===== src/rtl/vga_timing_pkg.sv =====
// Shared timing constants and phase type for the 800x600@72Hz raster generator.
package vga_timing_pkg;

   localparam int VGA_H_ACTIVE = 800;
   localparam int VGA_H_FP     = 56;
   localparam int VGA_H_SYNC   = 120;
   localparam int VGA_H_BP     = 64;
   localparam int VGA_V_ACTIVE = 600;
   localparam int VGA_V_FP     = 37;
   localparam int VGA_V_SYNC   = 6;
   localparam int VGA_V_BP     = 23;

   localparam int VGA_H_TOTAL      = VGA_H_ACTIVE + VGA_H_FP + VGA_H_SYNC + VGA_H_BP;
   localparam int VGA_V_TOTAL      = VGA_V_ACTIVE + VGA_V_FP + VGA_V_SYNC + VGA_V_BP;
   localparam int VGA_H_SYNC_START = VGA_H_ACTIVE + VGA_H_FP;
   localparam int VGA_H_SYNC_END   = VGA_H_SYNC_START + VGA_H_SYNC;
   localparam int VGA_V_SYNC_START = VGA_V_ACTIVE + VGA_V_FP;
   localparam int VGA_V_SYNC_END   = VGA_V_SYNC_START + VGA_V_SYNC;

   typedef enum logic [1:0] {
      PH_VIS  = 2'd0,
      PH_FP   = 2'd1,
      PH_SYNC = 2'd2,
      PH_BP   = 2'd3
   } phase_e;

endpackage


===== src/rtl/vga_axis_counter.sv =====
// One raster axis: position counter, VIS/FP/SYNC/BP phase tracker and registered sync.
// phase is the phase being entered on this edge, so downstream flops align with count.
module vga_axis_counter
   import vga_timing_pkg::*;
#(
   parameter int ACTIVE = 800,
   parameter int FP     = 56,
   parameter int SYNC   = 120,
   parameter int BP     = 64,
   parameter int W      = 11
) (
   input  logic         clk,
   input  logic         rst_n,
   input  logic         inc,
   output logic [W-1:0] count,
   output phase_e       phase,
   output logic         wrap,
   output logic         sync
);

   localparam logic [W-1:0] LAST       = W'(ACTIVE + FP + SYNC + BP - 1);
   localparam logic [W-1:0] FP_START   = W'(ACTIVE);
   localparam logic [W-1:0] SYNC_START = W'(ACTIVE + FP);
   localparam logic [W-1:0] BP_START   = W'(ACTIVE + FP + SYNC);

   logic [W-1:0] count_d, count_q;
   phase_e       phase_d, phase_q;
   logic         sync_d, sync_q;

   // NOTE: every _d gets its hold value first, so no path through this block infers a latch.
   always_comb begin
      count_d = count_q;
      phase_d = phase_q;
      sync_d  = sync_q;
      wrap    = inc && (count_q == LAST);
      if (inc) begin
         count_d = wrap ? '0 : count_q + W'(1);
         if (count_d == FP_START)        phase_d = PH_FP;
         else if (count_d == SYNC_START) phase_d = PH_SYNC;
         else if (count_d == BP_START)   phase_d = PH_BP;
         else if (count_d == '0)         phase_d = PH_VIS;
         sync_d = (phase_d == PH_SYNC);
      end
   end

   // NOTE: non-blocking assignments, so every flop samples pre-edge values regardless of order.
   always_ff @(posedge clk or negedge rst_n) begin
      if (!rst_n) begin
         count_q <= LAST;
         phase_q <= PH_BP;
         sync_q  <= 1'b0;
      end else begin
         count_q <= count_d;
         phase_q <= phase_d;
         sync_q  <= sync_d;
      end
   end

   assign count = count_q;
   assign phase = phase_d;
   assign sync  = sync_q;

endmodule


===== src/rtl/vga_timing_gen.sv =====
// Raster timing generator: counters, syncs, display enable and line/frame strobes.
// Reset parks at the last position so the first enabled edge lands on (0,0).
module vga_timing_gen
   import vga_timing_pkg::*;
#(
   parameter int   H_ACTIVE = VGA_H_ACTIVE,
   parameter int   H_FP     = VGA_H_FP,
   parameter int   H_SYNC   = VGA_H_SYNC,
   parameter int   H_BP     = VGA_H_BP,
   parameter int   V_ACTIVE = VGA_V_ACTIVE,
   parameter int   V_FP     = VGA_V_FP,
   parameter int   V_SYNC   = VGA_V_SYNC,
   parameter int   V_BP     = VGA_V_BP,
   parameter logic SYNC_POL = 1'b1
) (
   input  logic        clk,
   input  logic        rst_n,
   input  logic        en,
   output logic [10:0] h_count,
   output logic [9:0]  v_count,
   output logic        hsync,
   output logic        vsync,
   output logic        video_active,
   output logic        line_start,
   output logic        frame_start
);

   logic   h_wrap, v_wrap, h_sync, v_sync;
   phase_e h_phase, v_phase;
   logic   video_active_d, video_active_q;
   logic   line_start_d, line_start_q;
   logic   frame_start_d, frame_start_q;

   vga_axis_counter #(
      .ACTIVE(H_ACTIVE), .FP(H_FP), .SYNC(H_SYNC), .BP(H_BP), .W(11)
   ) u_h_axis (
      .clk   (clk),
      .rst_n (rst_n),
      .inc   (en),
      .count (h_count),
      .phase (h_phase),
      .wrap  (h_wrap),
      .sync  (h_sync)
   );

   vga_axis_counter #(
      .ACTIVE(V_ACTIVE), .FP(V_FP), .SYNC(V_SYNC), .BP(V_BP), .W(10)
   ) u_v_axis (
      .clk   (clk),
      .rst_n (rst_n),
      .inc   (en & h_wrap),
      .count (v_count),
      .phase (v_phase),
      .wrap  (v_wrap),
      .sync  (v_sync)
   );

   // h_wrap already carries en, and v_wrap only fires on an h-wrap edge.
   always_comb begin
      video_active_d = video_active_q;
      if (en) video_active_d = (h_phase == PH_VIS) && (v_phase == PH_VIS);
      line_start_d  = h_wrap;
      frame_start_d = v_wrap;
   end

   always_ff @(posedge clk or negedge rst_n) begin
      if (!rst_n) begin
         video_active_q <= 1'b0;
         line_start_q   <= 1'b0;
         frame_start_q  <= 1'b0;
      end else begin
         video_active_q <= video_active_d;
         line_start_q   <= line_start_d;
         frame_start_q  <= frame_start_d;
      end
   end

   assign hsync        = h_sync ? SYNC_POL : ~SYNC_POL;
   assign vsync        = v_sync ? SYNC_POL : ~SYNC_POL;
   assign video_active = video_active_q;
   assign line_start   = line_start_q;
   assign frame_start  = frame_start_q;

endmodule


===== config.mk =====
export PLATFORM = sky130hd
export DESIGN_NAME = vga_timing_gen
export DESIGN_NICKNAME = d
export VERILOG_FILES = /design/src/rtl/vga_timing_pkg.sv /design/src/rtl/vga_axis_counter.sv /design/src/rtl/vga_timing_gen.sv
export SDC_FILE = /design/constraint.sdc
export NUM_CORES = 1
export LEC_CHECK = 0
export CORE_MARGIN = 4
export CORE_UTILIZATION = 51
export DETAILED_ROUTE_END_ITERATION = 8
export GPL_TIMING_DRIVEN = 0
export PLACE_DENSITY = 0.83
export SYNTH_ARGS = -nofsm -noshare
export SYNTH_HDL_FRONTEND = slang
export SYNTH_SLANG_ARGS = --single-unit

===== constraint.sdc =====
create_clock -name clk -period 4 [get_ports clk]
set_input_delay 0.8 -clock clk [delete_from_list [all_inputs] [get_ports clk]]
set_output_delay 0.8 -clock clk [all_outputs]
set_load 0.01 [all_outputs]

==> flow_metrics.py <==
metrics = {
    "detailed_routing": {
        "first_pass_iters": 4,
        "routed_via_density": 6.194,
        "drc": 0,
        "final_antenna_net_count": 0,
        "first_iter_violations": 213,
        "wl_um": 5590,
        "wl_per_cell_um": 15.93,
        "vias": 2174,
    },
    "pwr": {
        "pwr_density_cell_mw_per_mm2": 411.6,
        "leakagePower_uw": 0.001005,
        "ir_worst_vdd_v": 0.0003226,
    },
    "synth": {
        "ys_ff_latch": 30,
        "postSynthCellCount": 265,
        "synth_nets": 271,
        "synth-main-ff-cell": "dfrtp_1",
        "synthDistinctLibCells": 64,
        "async_flop_share_pct": 100.0,
        "synth-seq-area-share_pct": 34.26,
        "yosysWarningCount": 0,
        "synth.avg_cell_area_um2": 8.461,
        "synth_edf_count": 0,
        "syn_area_mm2": 0.002242,
    },
    "clock_tree": {
        "insertion_delay_ns": 0.28,
        "cts_setup_buffers": 0,
        "cts_tree": "yes",
        "path_clk_slew_ns": 0.06,
        "h-tree-depth": 2,
        "cts_buffers": 5,
        "cts_sinks": 30,
        "post_cts_resized": 0,
        "postCtsHoldBufs": 0,
        "root_buffer": "clkbuf_8",
        "cts.path.max_buffers": 2,
    },
    "global_route": {
        "grt_usage_pct": 22.13,
        "antenna_found_initial": 0,
        "grt_use_met2_pct": 37.20,
        "grt-ovfl-total": 0,
        "gr-usage-met1_pct": 27.99,
        "met3_usage_pct": 4.054,
        "grt_pass1_vias": 2088,
        "grt_max_degree": 31,
        "busiest_layer": "met2",
        "grt_pass1_wl_um": 9494,
    },
    "sta": {
        "clock-skew-final_ns": 0.002735,
        "fin_hold_ws_ns": 0.4898,
        "max_freq_mhz": 299.3,
        "finalCritPeriodShare_pct": 83.54,
        "setup_viol": 0,
        "slew_viol_final": 0,
        "hold_viol_final": 0,
        "period_needed_ns": 3.342,
        "tightestPinTransition_ns": 0.8075,
        "max_slew_margin_pct": 45.75,
        "rsz0062_at_grt": "false",
        "fin_tns_setup_ns": 0,
    },
    "finish": {
        "fillers": 355,
        "drive_gt1_share_pct": 13.95,
        "antenna_cells": 0,
        "seqCellArea_um2": 768.2,
        "multi_input_area_mm2": 0.001330,
        "area_delta_synth_final_pct": 19.98,
        "nNetsFinal": 306,
    },
    "floorplanning": {
        "die-width_um": 74.31,
        "start_util_pct": 54.48,
        "num_io_pins": 29,
        "num_rows": 23,
        "fp.coreArea_mm2": 0.004115,
        "die_h_um": 74.31,
        "die_area_mm2": 0.005521,
    },
    "place": {
        "hpwl_um": 4021,
        "place_congestion": 0.8689,
        "portBuffers": 28,
    },
    "critical_path": {
        "slowest_delay_ns": 0.63,
        "cp-end-kind": "flip-flop",
        "crit_fanout": 7,
        "crit_chain": "clkdlybuf4s50_1 -> nand4_2 -> or4_1 -> nor3_1 -> a22o_1 -> o311a_1 -> nor2_1 -> o41ai_2",
        "critPathKind": "in2reg",
        "critical_path_arrival_ns": 3.52,
        "cp_slowest_cell": "nor3_1",
        "required_ns": 4.18,
        "start_kind": "primary input",
        "reg2reg_depth": 9,
    },
    "run_status": {
        "status": "finished, final reports clean",
    },
    "hold_path": {
        "holdPathStages": 2,
        "min_path_type": "reg2reg",
    },
    "run": {
        "cap_violations": 0,
    },
}
## layout make-up
cell class / instances / area share, %
tap: 50 / 2.326
clock inverter: 2 / 1.395
sequential: 30 / 28.56
timing repair buffer: 28 / 10.23
buffer: 21 / 4.046
clock buffer: 6 / 2.698
multi-input combinational: 208 / 49.44
inverter: 6 / 1.302
## report_power, final
part,switching (µW),internal [µW]
combinational,225,181
clock,116,186
sequential,37.0,363
total,379,729
## state kept, by name, indices dropped and copies added (netlist names)
register          count
frame_start           1
line_start            1
u_h_axis.count       11
u_h_axis.phase_q      2
u_h_axis.sync         1
u_v_axis.count       10
u_v_axis.phase_q      2
u_v_axis.sync         1
video_active          1
## stage by stage
stage               cell area [µm²]  setup slack (ns)  utilization, %  total power, µW  instances
floorplan                      2242             1.173               -            675.0        265
global placement               2585            0.3629           62.82            795.1        343
detailed placement             2585            0.3776           62.82            805.7        343
CTS                            2695            0.6725           65.49             1116        351
global route                   2690            0.4612           65.37             1181        351
finish                         2690            0.6584           65.37             1107        351
## worst max-delay path, delay by kind of cell
kind | cells | cell delay, ns
compound gates | 3 | 0.79
simple gates | 4 | 1.38
buf+inv | 1 | 0.54
## path summary, 6_finish.rpt
path / slack, ns / end / start
hold / removal: 0.49 / u_v_axis.sync$_DFFE_PN0N_ / u_v_axis.sync$_DFFE_PN0N_
hold reg to reg: 0.49 / u_v_axis.sync$_DFFE_PN0N_ / u_v_axis.sync$_DFFE_PN0N_
min in group asynchronous: 0.55 / u_v_axis.count[1]$_DFFE_PN0N_ / rst_n
max in group asynchronous: 3.01 / line_start$_DFF_PN0_ / rst_n
setup reg to reg: 0.78 / video_active$_DFFE_PN0P_ / u_h_axis.count[0]$_DFFE_PN1P_
setup / recovery: 0.66 / video_active$_DFFE_PN0P_ / en
## routing by layer
metal	vias to the layer above	wire length, µm
li1	1045	-
met1	1040	2463
met2	78	2716
met3	11	310
met4	0	99
met5	-	0
## cell usage after synthesis, types with 3 or more instances
cell type / count / area (µm²)
nand3b_1: 3 / 22.52
o21ai_0: 18 / 90.09
nor4b_1: 3 / 26.28
clkbuf_1: 13 / 48.80
nand2_1: 39 / 146.4
buf_2: 3 / 15.01
o21a_1: 3 / 22.52
and2_1: 3 / 18.77
nor2_1: 16 / 60.06
nor3_1: 12 / 60.06
or3_1: 3 / 18.77
ha_1: 3 / 37.54
xor2_1: 7 / 61.31
nand4_1: 7 / 43.79
nand3_1: 13 / 65.06
dfrtp_1: 16 / 400.4
buf_6: 3 / 33.78
dfstp_2: 14 / 367.9
a31oi_1: 7 / 43.79
o31ai_1: 3 / 22.52
inv_1: 5 / 18.77
or4_1: 4 / 30.03
and3_1: 6 / 37.54
a21oi_1: 4 / 20.02
xnor2_1: 9 / 78.83
## cell families (layout without fill, tap and decap cells)
family	after synthesis	in the layout	share of synthesized area (%)
AOI/OAI and AO/OA	58	58	19.03
DFF	30	30	34.26
buffers and inverters	27	63	6.417
adders and majority gates	3	3	1.674
muxes	2	2	0.9486
and+or+nand+nor	129	129	31.42
xor gates and xnor gates	16	16	6.250
## placed cells by master, fill, tap and decap left out, types with 9 or more instances in the layout
master           Yosys  final
nand2_1             39     39
clkdlybuf4s50_1      0     27
o21ai_0             18     18
nor2_1              16     16
dfrtp_1             16     16
clkbuf_1            13     14
dfstp_2             14     14
nand3_1             13     13
nor3_1              12     12
xnor2_1              9      9
Power figures use the tool's default switching activity.
